<file path="src/rtl/alu_pkg.sv">
// Shared ALU opcodes, flag bit positions and arbiter FSM states.
package alu_pkg;
    localparam int DATA_W = 16;
    localparam int FLAG_Z = 0;
    localparam int FLAG_N = 1;
    localparam int FLAG_C = 2;
    localparam int FLAG_R = 3;

    typedef enum logic [2:0] {
        OP_ADD   = 3'b000,
        OP_SETC  = 3'b001,
        OP_SUB   = 3'b010,
        OP_AND   = 3'b011,
        OP_NOT   = 3'b100,
        OP_PASSA = 3'b101,
        OP_PASSB = 3'b110,
        OP_NOP   = 3'b111
    } alu_op_e;

    typedef enum logic {
        ST_IDLE = 1'b0,
        ST_RESP = 1'b1
    } arb_state_e;
endpackage

</file>
<file path="src/rtl/alu.sv">
// Combinational 16-bit ALU with condition-code update; bit3 of the CCR is
// reserved and always passes through untouched.
module alu
    import alu_pkg::*;
(
    input  logic [2:0]        op,
    input  logic [DATA_W-1:0] a,
    input  logic [DATA_W-1:0] b,
    input  logic [3:0]        flags_in,
    output logic [DATA_W-1:0] result,
    output logic [3:0]        flags_out
);
    logic [DATA_W:0] sum;
    logic [DATA_W:0] diff;
    logic            upd_zn;

    assign sum  = {1'b0, a} + {1'b0, b};
    // Top bit of the widened subtract is the unsigned borrow (b > a).
    assign diff = {1'b0, a} - {1'b0, b};

    always_comb begin
        result    = '0;
        flags_out = flags_in;
        upd_zn    = 1'b0;
        case (op)
            OP_ADD: begin
                result            = sum[DATA_W-1:0];
                flags_out[FLAG_C] = sum[DATA_W];
                upd_zn            = 1'b1;
            end
            OP_SETC: flags_out[FLAG_C] = 1'b1;
            OP_SUB: begin
                result            = diff[DATA_W-1:0];
                flags_out[FLAG_C] = diff[DATA_W];
                upd_zn            = 1'b1;
            end
            OP_AND: begin
                result = a & b;
                upd_zn = 1'b1;
            end
            OP_NOT: begin
                result = ~a;
                upd_zn = 1'b1;
            end
            OP_PASSA: result = a;
            OP_PASSB: result = b;
            OP_NOP:   result = '0;
        endcase
        if (upd_zn) begin
            flags_out[FLAG_Z] = (result == '0);
            flags_out[FLAG_N] = result[DATA_W-1];
        end
    end
endmodule

</file>
<file path="src/rtl/alu_rr_arb.sv">
// Two-requester round-robin grant. Optional lock (ALU_ARB_LOCK_EN) keeps the
// grant with the owner while it keeps requesting.
module alu_rr_arb (
    input  logic       clk,
    input  logic       reset_b,
    input  logic [1:0] req_valid,
    input  logic [1:0] req_lock,
    input  logic       can_accept,
    output logic       gnt_id,
    output logic       accept,
    output logic [1:0] req_ready
);
    logic last_q, last_d;

`ifdef ALU_ARB_LOCK_EN
    logic lock_q, lock_d;
    logic lock_id_q, lock_id_d;
`else
    logic unused_lock;
    assign unused_lock = ^req_lock;
`endif

    always_comb begin
        gnt_id = (req_valid == 2'b11) ? ~last_q : req_valid[1];
`ifdef ALU_ARB_LOCK_EN
        // An owner that stops requesting releases exclusivity so the other side cannot starve.
        if (lock_q && req_valid[lock_id_q]) gnt_id = lock_id_q;
`endif
        accept    = (|req_valid) && can_accept;
        req_ready = accept ? (2'b01 << gnt_id) : 2'b00;
        last_d    = accept ? gnt_id : last_q;
`ifdef ALU_ARB_LOCK_EN
        lock_d    = lock_q;
        lock_id_d = lock_id_q;
        if (accept) begin
            lock_d    = req_lock[gnt_id];
            lock_id_d = gnt_id;
        end
`endif
    end

    always_ff @(posedge clk or negedge reset_b) begin
        if (!reset_b) begin
            last_q <= 1'b1;
`ifdef ALU_ARB_LOCK_EN
            lock_q    <= 1'b0;
            lock_id_q <= 1'b0;
`endif
        end else begin
            last_q <= last_d;
`ifdef ALU_ARB_LOCK_EN
            lock_q    <= lock_d;
            lock_id_q <= lock_id_d;
`endif
        end
    end
endmodule

</file>
<file path="src/rtl/alu_arbiter.sv">
// Shares one ALU between decode/execute (id 0) and the aux sequencer (id 1),
// with a registered response and CCR. Grant lock enabled by ALU_ARB_LOCK_EN.
module alu_arbiter
    import alu_pkg::*;
(
    input  logic              clk,
    input  logic              reset_b,
    input  logic [1:0]        req_valid,
    input  logic [2:0]        req_op0,
    input  logic [2:0]        req_op1,
    input  logic [DATA_W-1:0] req_a0,
    input  logic [DATA_W-1:0] req_b0,
    input  logic [DATA_W-1:0] req_a1,
    input  logic [DATA_W-1:0] req_b1,
    input  logic [1:0]        req_lock,
    output logic [1:0]        req_ready,
    output logic              rsp_valid,
    output logic              rsp_id,
    output logic [DATA_W-1:0] rsp_result,
    input  logic              rsp_ready,
    output logic [3:0]        flags,
    input  logic              flags_ld,
    input  logic [3:0]        flags_ld_val
);
    arb_state_e        state_q, state_d;
    logic              rsp_id_q, rsp_id_d;
    logic [DATA_W-1:0] rsp_result_q, rsp_result_d;
    logic [3:0]        flags_q, flags_d;

    logic              can_accept, accept, gnt_id;
    logic [2:0]        alu_op;
    logic [DATA_W-1:0] alu_a, alu_b, alu_res;
    logic [3:0]        alu_flags;

    // A held response blocks new accepts unless it is being consumed this cycle.
    assign can_accept = (state_q == ST_IDLE) || rsp_ready;

    alu_rr_arb u_arb (
        .clk        (clk),
        .reset_b    (reset_b),
        .req_valid  (req_valid),
        .req_lock   (req_lock),
        .can_accept (can_accept),
        .gnt_id     (gnt_id),
        .accept     (accept),
        .req_ready  (req_ready)
    );

    assign alu_op = gnt_id ? req_op1 : req_op0;
    assign alu_a  = gnt_id ? req_a1  : req_a0;
    assign alu_b  = gnt_id ? req_b1  : req_b0;

    alu u_alu (
        .op        (alu_op),
        .a         (alu_a),
        .b         (alu_b),
        .flags_in  (flags_q),
        .result    (alu_res),
        .flags_out (alu_flags)
    );

    always_comb begin
        state_d      = state_q;
        rsp_id_d     = rsp_id_q;
        rsp_result_d = rsp_result_q;
        flags_d      = flags_q;
        if (accept) begin
            state_d      = ST_RESP;
            rsp_id_d     = gnt_id;
            rsp_result_d = alu_res;
            flags_d      = alu_flags;
        end else if (state_q == ST_RESP && rsp_ready) begin
            state_d = ST_IDLE;
        end
        // Interrupt restore overrides whatever the ALU computed this cycle.
        if (flags_ld) flags_d = flags_ld_val;
    end

    always_ff @(posedge clk or negedge reset_b) begin
        if (!reset_b) begin
            state_q      <= ST_IDLE;
            rsp_id_q     <= 1'b0;
            rsp_result_q <= '0;
            flags_q      <= 4'b0000;
        end else begin
            state_q      <= state_d;
            rsp_id_q     <= rsp_id_d;
            rsp_result_q <= rsp_result_d;
            flags_q      <= flags_d;
        end
    end

    assign rsp_valid  = (state_q == ST_RESP);
    assign rsp_id     = rsp_id_q;
    assign rsp_result = rsp_result_q;
    assign flags      = flags_q;
endmodule

</file>
<file path="config.mk">
export PLATFORM = sky130hd
export DESIGN_NAME = alu_arbiter
export DESIGN_NICKNAME = d
export VERILOG_FILES = /design/src/rtl/alu_pkg.sv /design/src/rtl/alu.sv /design/src/rtl/alu_rr_arb.sv /design/src/rtl/alu_arbiter.sv
export SDC_FILE = /design/constraint.sdc
export NUM_CORES = 1
export LEC_CHECK = 0
export CORE_ASPECT_RATIO = 0.75
export CORE_MARGIN = 2
export CORE_UTILIZATION = 45
export CTS_BUF_LIST = sky130_fd_sc_hd__clkbuf_8
export CTS_CLUSTER_SIZE = 30
export DETAILED_ROUTE_END_ITERATION = 8
export DONT_BUFFER_PORTS = 1
export SKIP_LAST_GASP = 1
export SLEW_MARGIN = 20
export SYNTH_ARGS = -nofsm -noshare
export SYNTH_HDL_FRONTEND = slang
export SYNTH_SLANG_ARGS = --single-unit
</file>
<file path="constraint.sdc">
create_clock -name clk -period 5.2 [get_ports clk]
set_clock_uncertainty 0.05 [all_clocks]
set_input_delay 1.56 -clock clk [delete_from_list [all_inputs] [get_ports clk]]
set_output_delay 1.56 -clock clk [all_outputs]
set_load 0.005 [all_outputs]
</file>
==> metrics.yaml <==
numClockSinks: 23
vdd_drop_max_mv: 0.125
startpoint_type: "input port"
tightest_slew_ns: 0.849
whs_path_depth: 2
gp_congestion: 0.958
seq_area_um2: 577
fillers: 996
clock_latency_ns: 0.27
crit_chain: "a21boi_4 > buf_4 > nand2_1 > nand2_1 > ha_1 > fa_1 > a21o_1 > a221oi_2 > xnor2_1 > a221o_1 > a221oi_1 > buf_4 > o2111ai_1 > nor4_1 > buf_4 > nand4_1 > o21ai_1"
yosysTopAreaCellShare_pct: 12.6
report.final.hold_viol_count: 0
r2r_slack_ns: 0.97
hold_start: "rsp_result[7]$_DFFE_PN0P_"
critical-path-top-delay-family: "compound AO/OA/AOI/OAI gates"
clkPwrFrac_pct: 10.3
r2r-start: "u_arb.last_q$_DFFE_PN1P_"
drt_wl_total_um: 14900
antenna_left: 0
path_clk_slew_ns: 0.09
seqPwrFrac_pct: 22.2
p_int_uw: 594
slowest_stage: "fa_1"
grt-ovfl-total: 0
path_class: "in -> reg"
drv_cap: 0
outcome: "completed"
port_buffers: 0
synth-edff-count: 0
drtIter0Drc: 351
grt_util_all_layers_pct: 28.3
dr.pass1.iters: 5
vias: 4634
yosys.area.top_type: "dfrtp_1"
cts_buffers: 3
fp.coreArea_mm2: 0.00954
min_to: "rsp_result[7]$_DFFE_PN0P_"
hold_ws_ns: 0.462
cp_slowest_stage_delay_ns: 0.47
htree_levels: 1
synth_ff_type: "dfrtp_1"
setup_viol: 0
cts_hold_buffers: 0
synth_most_common_cell: "nand2_1"
relSlewSlack_pct: 41.8
worstPathArrival_ns: 5.11
grt_pass1_vias: 4574
dp_hpwl_um: 12000
syn_area_mm2: 0.00436
synth_nets: 741
initial_core_util_pct: 45.7
switching_share_pct: 46.9
hp-class: "reg -> reg"
r2r-end: "flags[0]$_DFFE_PN0P_"
dieArea_mm2: 0.0105
cts_tree: "yes"
synth.avg_cell_area_um2: 6.97
multi_input_area_mm2: 0.00351
io_pins: 106
cts_resized: 0
grt_pass1_wl_um: 23700
wl_per_cell_um: 19.3
core.rowCount: 31
ys_ff_latch: 23
path_buf_inv: 3
drc_errors: 0
die-height_um: 89.2
root_buffer: "clkbuf_8"
layout-drive-gt1-share_pct: 13.6
drv_slew: 0
synth-warning-count: 0
crit_required_ns: 5.35
synth.area.top_cells: "dfrtp_1 (13%), nand2_1 (12%), ha_1 (9.2%)"
switchingPower_uw: 525
synthTopCellsByCount: "nand2_1 (144), a21oi_1 (34), o21ai_0 (33), ha_1 (32), nor2_1 (32)"
clockBufferDepth: 2
place_area_mm2: 0.00477
fin_crit_ns: 4.96
async_reset_ff_share_pct: 100
syn_to_final_growth_pct: 10.5
synth_cells: 625
totalNegativeSetupSlack_ns: 0
nNetsFinal: 757
total_leakage_power_nw: 2.21
grt_max_degree: 37
crit_path_end_kind: "register"
final_design_area_no_fill_mm2: 0.00481
power_density_mw_per_mm2: 233
crit_path_max_fanout: 6
antenna_cells: 0
cp_common_cell: "buf_4"
combPwrFrac_pct: 67.5
synth.distinct_cells: 77
reg2regPathDepth: 16
rsz0062_at_grt: "no"
cts_setup_buffers: 0
max_freq_mhz: 201
antenna_found_initial: 0
synth_seq_area_share_pct: 13.2
finalCritPeriodShare_pct: 95.4
die_w_um: 118
routed_via_density: 6.00
==> registers in the layout (all words and copies together), names as in the netlist <==
register      flops
rsp_result       16
flags             4
rsp_id            1
rsp_valid         1
u_arb.last_q      1
==> kinds of logic (layout without fill, tap and decap cells) <==
kind of cell | count (synthesis) | in the layout | synth area share [%]
buf+inv | 69 | 84 | 6.72
flops | 23 | 23 | 13.2
mux | 28 | 28 | 7.38
compound gates | 183 | 183 | 29.7
xor+xnor | 34 | 34 | 6.84
simple gates | 254 | 254 | 26.0
fa+ha+maj | 34 | 34 | 10.1
==> cell type report <==
class                           instances  area share [%]
Clock buffer                            3           0.858
Clock inverter                          1           0.104
Inverter                               29            2.26
Multi-Input combinational cell        533            72.9
Sequential cell                        23            12.0
Tap cell                              132            3.43
Timing Repair Buffer                   51            8.48
==> tightest hold or removal path: cells and delay by family, from the launching register on <==
family           cells  cell delay [ns]
flip-flops           1             0.37
AND/OR/NAND/NOR      2             0.12
==> metrics by stage <==
step | power [mW] | worst slack [ns] | utilization (%) | instances
after floorplan | 0.778 | 0.00549 | - | 625
after global placement | 0.986 | 0.125 | 49.9 | 768
after detailed placement | 0.996 | 0.0298 | 49.9 | 768
after CTS | 1.11 | 0.273 | 50.4 | 772
after global routing | 1.22 | 0.0970 | 50.4 | 772
final | 1.12 | 0.237 | 50.4 | 772
==> cells in the final DEF (no fill, tap or decap), drive strengths merged, types with 4 or more instances in the layout <==
cell type / Yosys / layout
a21oi: 34 / 34
a221o: 6 / 6
a22oi: 6 / 6
nand2b: 9 / 9
or2: 5 / 5
inv: 29 / 29
and3: 4 / 4
ha: 32 / 32
nor3: 12 / 12
nand2: 144 / 144
o21ai: 38 / 38
o21bai: 4 / 4
nor2b: 11 / 11
dfrtp: 22 / 22
xor2: 15 / 15
o211a: 4 / 4
o211ai: 8 / 8
o21a: 4 / 4
nor2: 33 / 33
or3: 5 / 5
a21boi: 4 / 4
a31oi: 7 / 7
mux2i: 17 / 17
a311oi: 5 / 5
a21o: 10 / 10
a221oi: 6 / 6
mux2: 11 / 11
nand3: 17 / 17
buf: 19 / 51
xnor2: 19 / 19
a211oi: 11 / 11
==> worst max path at each step <==
stage | cells after the start | start | endpoint | slack (ns)
6_report | 17 | req_valid[1] | flags[0]$_DFFE_PN0P_ | 0.24
5_1_grt | 17 | req_valid[1] | flags[0]$_DFFE_PN0P_ | 0.1
4_1_cts | 17 | req_valid[1] | flags[0]$_DFFE_PN0P_ | 0.27
3_5_place_dp | 16 | req_valid[1] | flags[0]$_DFFE_PN0P_ | 0.03
3_3_place_gp | 17 | req_valid[1] | flags[0]$_DFFE_PN0P_ | 0.12
2_1_floorplan | 19 | req_valid[1] | flags[1]$_DFFE_PN0P_ | 0.005
==> layer usage <==
layer,vias to the layer above,wire (um),global-route usage [%]
li1,2267,-,-
met5,-,0,0
met3,21,1120,5.29
met1,2177,6850,38.3
met4,0,366,7.34
met2,169,6590,47.4
==> power groups by stage <==
stage | clock network (mW) | registers, mW | logic (mW)
floorplan | 0 | 0.243 | 0.534
global placement | 0 | 0.251 | 0.734
detailed placement | 0 | 0.254 | 0.742
CTS | 0.116 | 0.250 | 0.747
global route | 0.127 | 0.255 | 0.835
finish | 0.115 | 0.249 | 0.756
Power figures use the tool's default switching activity.
